### src/rtl/muldiv_pkg.sv
// Shared types for the iterative RV32M/RV64M multiply/divide unit:
// funct3 op encoding, controller states and an op-class helper.
package muldiv_pkg;

    typedef enum logic [2:0] {
        MUL    = 3'b000,
        MULH   = 3'b001,
        MULHSU = 3'b010,
        MULHU  = 3'b011,
        DIV    = 3'b100,
        DIVU   = 3'b101,
        REM    = 3'b110,
        REMU   = 3'b111
    } muldiv_op_e;

    typedef enum logic [1:0] {
        IDLE = 2'b00,
        ITER = 2'b01,
        FIX  = 2'b10,
        DONE = 2'b11
    } muldiv_state_e;

    function automatic logic is_div(input muldiv_op_e op);
        return (op inside {DIV, DIVU, REM, REMU});
    endfunction

endpackage

### src/rtl/muldiv_if.sv
// Request/response bundle between the EX stage (master) and muldiv_unit (slave).
interface muldiv_if #(
    parameter int XLEN  = 32,
    parameter int TAG_W = 5
);
    logic             in_valid_i;
    logic             in_ready_o;
    logic [2:0]       funct3_i;
    logic [XLEN-1:0]  rs1_i;
    logic [XLEN-1:0]  rs2_i;
    logic [TAG_W-1:0] tag_i;
    logic             out_valid_o;
    logic             out_ready_i;
    logic [XLEN-1:0]  result_o;
    logic [TAG_W-1:0] tag_o;

    modport master (
        output in_valid_i, funct3_i, rs1_i, rs2_i, tag_i, out_ready_i,
        input  in_ready_o, out_valid_o, result_o, tag_o
    );

    modport slave (
        input  in_valid_i, funct3_i, rs1_i, rs2_i, tag_i, out_ready_i,
        output in_ready_o, out_valid_o, result_o, tag_o
    );
endinterface

### src/rtl/muldiv_datapath.sv
// Magnitude datapath: shift-add multiply / restoring divide over a 2*XLEN
// register whose upper half is the partial product or running remainder.
module muldiv_datapath
    import muldiv_pkg::*;
#(
    parameter int XLEN = 32
) (
    input  logic            clk_i,
    input  logic            rst_i,
    input  logic            start_i,
    input  logic            step_i,
    input  logic            fix_i,
    input  muldiv_op_e      op_i,
    input  logic [XLEN-1:0] rs1_i,
    input  logic [XLEN-1:0] rs2_i,
    output logic            fast_o,
    output logic [XLEN-1:0] result_o
);
    localparam int W2 = 2 * XLEN;
    localparam logic [XLEN-1:0] MIN_NEG = {1'b1, {(XLEN-1){1'b0}}};

    muldiv_op_e      op_q;
    logic [W2-1:0]   prod_q;
    logic [XLEN-1:0] b_q;
    logic            neg_hi_q, neg_lo_q;

    logic            neg_a_s, neg_b_s, div_zero_s, div_ovf_s;
    logic [XLEN-1:0] abs_a_s, abs_b_s;
    logic [XLEN:0]   add_s, shl_s, diff_s;
    logic [W2-1:0]   mul_next_s, div_next_s, prod_fix_s;

    // Operand signedness, magnitudes and fast-path detection for the incoming op
    always_comb begin
        neg_a_s    = (op_i inside {MULH, MULHSU, DIV, REM}) && rs1_i[XLEN-1];
        neg_b_s    = (op_i inside {MULH, DIV, REM}) && rs2_i[XLEN-1];
        abs_a_s    = neg_a_s ? -rs1_i : rs1_i;
        abs_b_s    = neg_b_s ? -rs2_i : rs2_i;
        div_zero_s = (rs2_i == {XLEN{1'b0}});
        div_ovf_s  = (op_i inside {DIV, REM}) && (rs1_i == MIN_NEG) && (rs2_i == {XLEN{1'b1}});
        fast_o     = is_div(op_i) && (div_zero_s || div_ovf_s);
    end

    // One radix-2 multiply step and one restoring-divide step
    always_comb begin
        add_s = {1'b0, prod_q[W2-1:XLEN]} + {1'b0, b_q};
        if (prod_q[0]) begin
            mul_next_s = {add_s, prod_q[XLEN-1:1]};
        end else begin
            mul_next_s = {1'b0, prod_q[W2-1:1]};
        end
        shl_s  = {prod_q[W2-1:XLEN], prod_q[XLEN-1]};
        diff_s = shl_s - {1'b0, b_q};
        // A clear top bit means the trial subtraction did not borrow.
        if (!diff_s[XLEN]) begin
            div_next_s = {diff_s[XLEN-1:0], prod_q[XLEN-2:0], 1'b1};
        end else begin
            div_next_s = {shl_s[XLEN-1:0], prod_q[XLEN-2:0], 1'b0};
        end
    end

    // Sign correction and result half selection
    always_comb begin
        if (is_div(op_q)) begin
            prod_fix_s = {(neg_hi_q ? -prod_q[W2-1:XLEN] : prod_q[W2-1:XLEN]),
                          (neg_lo_q ? -prod_q[XLEN-1:0]  : prod_q[XLEN-1:0])};
        end else begin
            prod_fix_s = neg_lo_q ? -prod_q : prod_q;
        end
        case (op_q)
            MUL, DIV, DIVU: result_o = prod_fix_s[XLEN-1:0];
            default:        result_o = prod_fix_s[W2-1:XLEN];
        endcase
    end

    // Operand latch, iteration and in-place sign fix
    always_ff @(posedge clk_i) begin
        if (rst_i) begin
            op_q     <= MUL;
            prod_q   <= {W2{1'b0}};
            b_q      <= {XLEN{1'b0}};
            neg_hi_q <= 1'b0;
            neg_lo_q <= 1'b0;
        end else if (start_i) begin
            op_q <= op_i;
            b_q  <= abs_b_s;
            if (fast_o) begin
                prod_q   <= {(div_zero_s ? rs1_i : {XLEN{1'b0}}),
                             (div_zero_s ? {XLEN{1'b1}} : rs1_i)};
                neg_hi_q <= 1'b0;
                neg_lo_q <= 1'b0;
            end else begin
                prod_q   <= {{XLEN{1'b0}}, abs_a_s};
                neg_lo_q <= neg_a_s ^ neg_b_s;
                neg_hi_q <= is_div(op_i) ? neg_a_s : (neg_a_s ^ neg_b_s);
            end
        end else if (step_i) begin
            prod_q <= is_div(op_q) ? div_next_s : mul_next_s;
        end else if (fix_i) begin
            prod_q <= prod_fix_s;
        end
    end

endmodule

### src/rtl/muldiv_unit.sv
// Iterative M-extension unit: handshake FSM, tag register and registered
// outputs around muldiv_datapath.
module muldiv_unit
    import muldiv_pkg::*;
#(
    parameter int XLEN  = 32,
    parameter int TAG_W = 5
) (
    input logic     clk_i,
    input logic     rst_i,
    input logic     flush_i,
    muldiv_if.slave bus
);
    localparam int CNT_W = $clog2(XLEN);
    localparam logic [CNT_W-1:0] CNT_LAST = CNT_W'(XLEN - 1);

    muldiv_state_e    state_q;
    logic [CNT_W-1:0] cnt_q;
    logic             in_ready_q, out_valid_q;
    logic [XLEN-1:0]  result_q;
    logic [TAG_W-1:0] tag_q;

    logic             start_s, step_s, fix_s, fast_s;
    logic [XLEN-1:0]  dp_result_s;

    // Datapath control; a flush suppresses every datapath update
    always_comb begin
        start_s = 1'b0;
        step_s  = 1'b0;
        fix_s   = 1'b0;
        if (!flush_i) begin
            start_s = (state_q == IDLE) && in_ready_q && bus.in_valid_i;
            step_s  = (state_q == ITER);
            fix_s   = (state_q == FIX);
        end else begin
            start_s = 1'b0;
        end
    end

    muldiv_datapath #(.XLEN(XLEN)) u_datapath (
        .clk_i    (clk_i),
        .rst_i    (rst_i),
        .start_i  (start_s),
        .step_i   (step_s),
        .fix_i    (fix_s),
        .op_i     (muldiv_op_e'(bus.funct3_i)),
        .rs1_i    (bus.rs1_i),
        .rs2_i    (bus.rs2_i),
        .fast_o   (fast_s),
        .result_o (dp_result_s)
    );

    // Controller FSM with registered handshake, result and tag outputs
    always_ff @(posedge clk_i) begin
        if (rst_i) begin
            state_q     <= IDLE;
            cnt_q       <= {CNT_W{1'b0}};
            in_ready_q  <= 1'b1;
            out_valid_q <= 1'b0;
            result_q    <= {XLEN{1'b0}};
            tag_q       <= {TAG_W{1'b0}};
        end else if (flush_i) begin
            state_q     <= IDLE;
            cnt_q       <= {CNT_W{1'b0}};
            in_ready_q  <= 1'b1;
            out_valid_q <= 1'b0;
        end else begin
            case (state_q)
                IDLE: begin
                    if (start_s) begin
                        tag_q      <= bus.tag_i;
                        in_ready_q <= 1'b0;
                        cnt_q      <= {CNT_W{1'b0}};
                        // Fast-path results are preloaded; FIX only publishes them.
                        state_q    <= fast_s ? FIX : ITER;
                    end
                end
                ITER: begin
                    cnt_q <= cnt_q + {{(CNT_W-1){1'b0}}, 1'b1};
                    if (cnt_q == CNT_LAST) begin
                        state_q <= FIX;
                    end
                end
                FIX: begin
                    result_q    <= dp_result_s;
                    out_valid_q <= 1'b1;
                    state_q     <= DONE;
                end
                DONE: begin
                    if (bus.out_ready_i) begin
                        out_valid_q <= 1'b0;
                        in_ready_q  <= 1'b1;
                        state_q     <= IDLE;
                    end
                end
                default: begin
                    state_q     <= IDLE;
                    in_ready_q  <= 1'b1;
                    out_valid_q <= 1'b0;
                end
            endcase
        end
    end

    assign bus.in_ready_o  = in_ready_q;
    assign bus.out_valid_o = out_valid_q;
    assign bus.result_o    = result_q;
    assign bus.tag_o       = tag_q;

endmodule
### src/flat_wrapper.sv
// flat-port wrapper written by rule: the top's interface ports become plain ports
module muldiv_unit_flat import muldiv_pkg::*;
#(
    parameter int XLEN  = 32,
    parameter int TAG_W = 5
)
  (clk_i, rst_i, flush_i, bus_in_valid_i, bus_funct3_i, bus_rs1_i, bus_rs2_i, bus_tag_i, bus_out_ready_i, bus_in_ready_o, bus_out_valid_o, bus_result_o, bus_tag_o);
  muldiv_if #(.XLEN(XLEN), .TAG_W(TAG_W)) bus_i ();
  input logic clk_i;
  input logic rst_i;
  input logic flush_i;
  input wire logic [$bits(bus_i.in_valid_i)-1:0] bus_in_valid_i;
  input wire logic [$bits(bus_i.funct3_i)-1:0] bus_funct3_i;
  input wire logic [$bits(bus_i.rs1_i)-1:0] bus_rs1_i;
  input wire logic [$bits(bus_i.rs2_i)-1:0] bus_rs2_i;
  input wire logic [$bits(bus_i.tag_i)-1:0] bus_tag_i;
  input wire logic [$bits(bus_i.out_ready_i)-1:0] bus_out_ready_i;
  output wire logic [$bits(bus_i.in_ready_o)-1:0] bus_in_ready_o;
  output wire logic [$bits(bus_i.out_valid_o)-1:0] bus_out_valid_o;
  output wire logic [$bits(bus_i.result_o)-1:0] bus_result_o;
  output wire logic [$bits(bus_i.tag_o)-1:0] bus_tag_o;
  assign bus_i.in_valid_i = bus_in_valid_i;
  assign bus_i.funct3_i = bus_funct3_i;
  assign bus_i.rs1_i = bus_rs1_i;
  assign bus_i.rs2_i = bus_rs2_i;
  assign bus_i.tag_i = bus_tag_i;
  assign bus_i.out_ready_i = bus_out_ready_i;
  assign bus_in_ready_o = bus_i.in_ready_o;
  assign bus_out_valid_o = bus_i.out_valid_o;
  assign bus_result_o = bus_i.result_o;
  assign bus_tag_o = bus_i.tag_o;
  muldiv_unit #(.XLEN(XLEN), .TAG_W(TAG_W)) u_core (.clk_i(clk_i), .rst_i(rst_i), .flush_i(flush_i), .bus(bus_i));
endmodule
### config.mk
export PLATFORM = sky130hd
export DESIGN_NAME = muldiv_unit_flat
export DESIGN_NICKNAME = d
export VERILOG_FILES = /design/src/rtl/muldiv_pkg.sv /design/src/rtl/muldiv_if.sv /design/src/rtl/muldiv_datapath.sv /design/src/rtl/muldiv_unit.sv /design/src/flat_wrapper.sv
export SDC_FILE = /design/constraint.sdc
export NUM_CORES = 1
export LEC_CHECK = 0
export ABC_AREA = 1
export CAP_MARGIN = 20
export CORE_ASPECT_RATIO = 1.4
export CORE_MARGIN = 8
export CORE_UTILIZATION = 30
export DETAILED_ROUTE_END_ITERATION = 10
export RECOVER_POWER = 50
export SLEW_MARGIN = 30
export SYNTH_ARGS = -nofsm -noshare
export SYNTH_HDL_FRONTEND = slang
export SYNTH_SLANG_ARGS = --single-unit
### constraint.sdc
create_clock -name clk_i -period 6.1 [get_ports clk_i]
set_clock_uncertainty 0.05 [all_clocks]
set_input_delay 0.915 -clock clk_i [delete_from_list [all_inputs] [get_ports clk_i]]
set_output_delay 0.915 -clock clk_i [all_outputs]
set_load 0.01 [all_outputs]
==> run_results.csv <==
group,metric,value,unit
setup_path,critical_path.most_common_cell,"nand2_1",
die,num_io_pins,116,
sta,final-hold-violation-count,0,
place,dp_cells,4003,
global_routing,antenna_found_initial,3,
sta,worst_pin_slew,3.39,ns
logic_synthesis,syn_inst,3247,
clock_tree,postCtsHoldBufs,0,
die,core-area,0.0586,sq mm
sta,tns,0,ns
die,row_count,105,
setup_path,rr_endpoint,"u_core.bus.result_o[2]$_SDFFE_PP0P_",
global_routing,grt_max_degree,77,
power_and_ir_drop,switching_share,49.1,%
die,dieArea,0.0673,sq mm
final_layout,syn2layout_area_growth,13.0,%
min_path,hp-class,"reg -> reg",
sta,fin_crit_sh,76.9,%
sta,fmax,0.213,GHz
clock_tree,cts_buffers,17,
logic_synthesis,yosysSeqAreaShare,16.6,%
global_routing,grt_first_pass_wirelength,130000,um
drt,drtPass1Iterations,6,
clock_tree,clk_pin_slew,0.08,ns
die,start_util,30.3,%
global_routing,grt.overflow.total,0,
drt,vias,21800,
sta,grt_setup_unrepaired,"false",
clock_tree,h-tree-depth,4,
place,gp_congestion,1.04,
power_and_ir_drop,clockPowerShare,27.0,%
final_layout,fin_area,0.0201,sq mm
power_and_ir_drop,vdd_drop_max,0.000189,V
setup_path,r2r_cells,16,
outcome,violations,"max-capacitance violations, max-slew violations",
setup_path,endpoint_kind,"flip-flop",
power_and_ir_drop,comb_power_share,47.3,%
power_and_ir_drop,power_density,223,mW/mm^2
die,die_x,222,um
sta,setup_slack,1.41,ns
final_layout,layout_commonest_cell,"nand2_1",
final_layout,final_cells,4035,
drt,final_antenna_net_count,0,
clock_tree,clkLatencyLatePin,0.47,ns
power_and_ir_drop,intPower,0.00228,W
clock_tree,cts_setup_buffers,0,
sta,post-route-min-period,4.69,ns
drt,vias_per_cell,5.40,
setup_path,critPathSlowestCell,"inv_1",
power_and_ir_drop,leakage,9.52,nW
logic_synthesis,ys_warn_count,0,
place,hpwlAfterDp,68700,um
logic_synthesis,async_flop_share,0,%
logic_synthesis,syn_area,0.0178,sq mm
logic_synthesis,synth_edf_count,0,
power_and_ir_drop,power.switching,0.00220,W
final_layout,final_cell_mix,"nand2_1 (998), inv_1 (379), nor2_1 (335), a21oi_1 (295), nand3_1 (254)",
setup_path,worstPathRequired,6.24,ns
power_and_ir_drop,p_total,0.00448,W
job,cap_violations,1,
setup_path,cpPeakStageDelay,1.06,ns
drt,drtIter0Drc,1977,
setup_path,start_kind,"flip-flop",
clock_tree,root_buffer,"clkbuf_16",
final_layout,fin_nets,3427,
clock_tree,cts_resized,0,
sta,setup_violations,0,
final_layout,drive_gt1_share,3.86,%
place,preCtsSetupSlack,1.94,ns
min_path,whs_endpoint,"u_core.bus.result_o[26]$_SDFFE_PP0P_",
setup_path,cp_cell_sequence,"buf_4 -> inv_1 -> ha_1 -> nand3_2 -> inv_1 -> nand2_1 -> nor2_1 -> nand2_1 -> nor2_1 -> nand3_1 -> nand2_1 -> o21ai_0 -> nand2_1 -> nand2_1 -> o21ai_0 -> a21oi_1",
final_layout,antenna_cells,0,
setup_path,regToRegSetupSlack,1.41,ns
place,portBuffers,115,
sta,slew_headroom,-126,%
min_path,min_from,"u_core.bus.result_o[26]$_SDFFE_PP0P_",
setup_path,cp.arrival,4.84,ns
logic_synthesis,syn_area_per_cell,5.47,sq um
logic_synthesis,syn_nets,3401,
clock_tree,cts.sinks,147,
logic_synthesis,synth-seq-cells,147,
global_routing,grtUsageTotal,25.2,%
drt,drt_wl_total,88200,um
setup_path,path_max_fanout,42,
clock_tree,cts_tree,"yes",
drt,drc,0,
setup_path,crit_type,"reg -> reg",
outcome,status,"complete, but fails checks",
place,dpl-instance-area,0.0194,sq mm
logic_synthesis,synth.distinct_cells,56,
min_path,hold-path-cell-count,2,
sta,report.final.slew_viol_count,60,
setup_path,r2r_start,"u_core.u_datapath.prod_q[0]$_SDFFE_PP0P_",
die,die_y,304,um
drt,wl_per_cell,21.9,um
global_routing,grt_pass1_vias,20900,
logic_synthesis,synth_flop_cell,"dfxtp_1",
clock_tree,clock_path_buffers,2,
power_and_ir_drop,seqPwrFrac,25.7,%
-- flip-flops by register name (all words and copies together) (netlist names), 2 cells and up --
name	cells
u_core.u_datapath.b_q	32
u_core.state_q	2
u_core.bus.tag_o	5
u_core.u_datapath.prod_q	64
u_core.u_datapath.op_q	3
u_core.bus.result_o	32
u_core.cnt_q	5
-- through the flow --
stage	hold WS [ns]	utilization [%]
2_1_floorplan	0.395	-
3_3_place_gp	0.404	33.2
3_5_place_dp	0.407	33.2
4_1_cts	0.419	34.2
5_1_grt	0.428	34.2
6_report	0.411	34.2
-- worst max-delay path by stage --
stage / start / end / slack (ns) / depth (start not counted)
global route: rst_i / u_core.u_datapath.prod_q[58]$_SDFFE_PP0P_ / 1.06 / 8
floorplan: bus_rs1_i[0] / u_core.state_q[0]$_SDFFE_PP0P_ / 3.53 / 14
global placement: flush_i / u_core.u_datapath.prod_q[63]$_SDFFE_PP0P_ / 1.98 / 12
finish: u_core.u_datapath.prod_q[0]$_SDFFE_PP0P_ / u_core.bus.result_o[2]$_SDFFE_PP0P_ / 1.41 / 16
CTS: u_core.u_datapath.prod_q[31]$_SDFFE_PP0P_ / u_core.u_datapath.prod_q[48]$_SDFFE_PP0P_ / 2.06 / 20
detailed placement: flush_i / u_core.u_datapath.prod_q[63]$_SDFFE_PP0P_ / 1.94 / 12
-- power groups by stage --
stage                     clock, W  combinational [W]  sequential (W)
after CTS                  0.00122            0.00206         0.00114
final                      0.00121            0.00212         0.00115
after floorplan                  0            0.00142         0.00110
after detailed placement         0            0.00205         0.00117
after global routing       0.00125            0.00233         0.00115
after global placement           0            0.00205         0.00117
-- cells by family after synthesis --
logic type	share of synthesized area (%)
flops	16.6
compound gates	20.1
simple gates	40.2
xor+xnor	5.72
buf+inv	11.6
fa+ha+maj	5.51
mux	0.226
-- routing by layer --
layer | up-vias | GRT usage (%) | wire length [um]
li1 | 10600 | - | -
met1 | 10000 | 26.1 | 31300
met2 | 888 | 44.3 | 42900
met3 | 278 | 3.87 | 5390
met4 | 4 | 21.7 | 8560
met5 | - | 0 | 27
-- final cells by class --
class / count / area [sq um]
Timing Repair Buffer: 135 / 1290
Fill cell: 6737 / 38500
Inverter: 396 / 1490
Clock inverter: 15 / 208
Sequential cell: 147 / 2950
Clock buffer: 17 / 425
Tap cell: 749 / 937
Multi-Input combinational cell: 2576 / 12800
-- synth_stat cells (19+ instances only) --
master	count	area, sq um
nand2_1	998	3750
inv_1	377	1420
nor2_1	336	1260
a21oi_1	296	1480
nand3_1	254	1270
o21ai_0	249	1250
dfxtp_1	147	2940
xor2_1	99	867
clkbuf_1	82	308
ha_1	75	938
nand4_1	29	181
nor3_1	25	125
buf_2	23	115
o211ai_1	23	173
o21ai_1	22	110
o21bai_1	19	143
-- critical path, delay by kind of cell (launching register included) --
family          cells  cell delay [ns]
compound gates      3             0.90
fa+ha+maj           1             0.38
buf+inv             3             1.41
flops               1             0.31
simple gates        9             1.35
(Power assumes the default switching activity.)
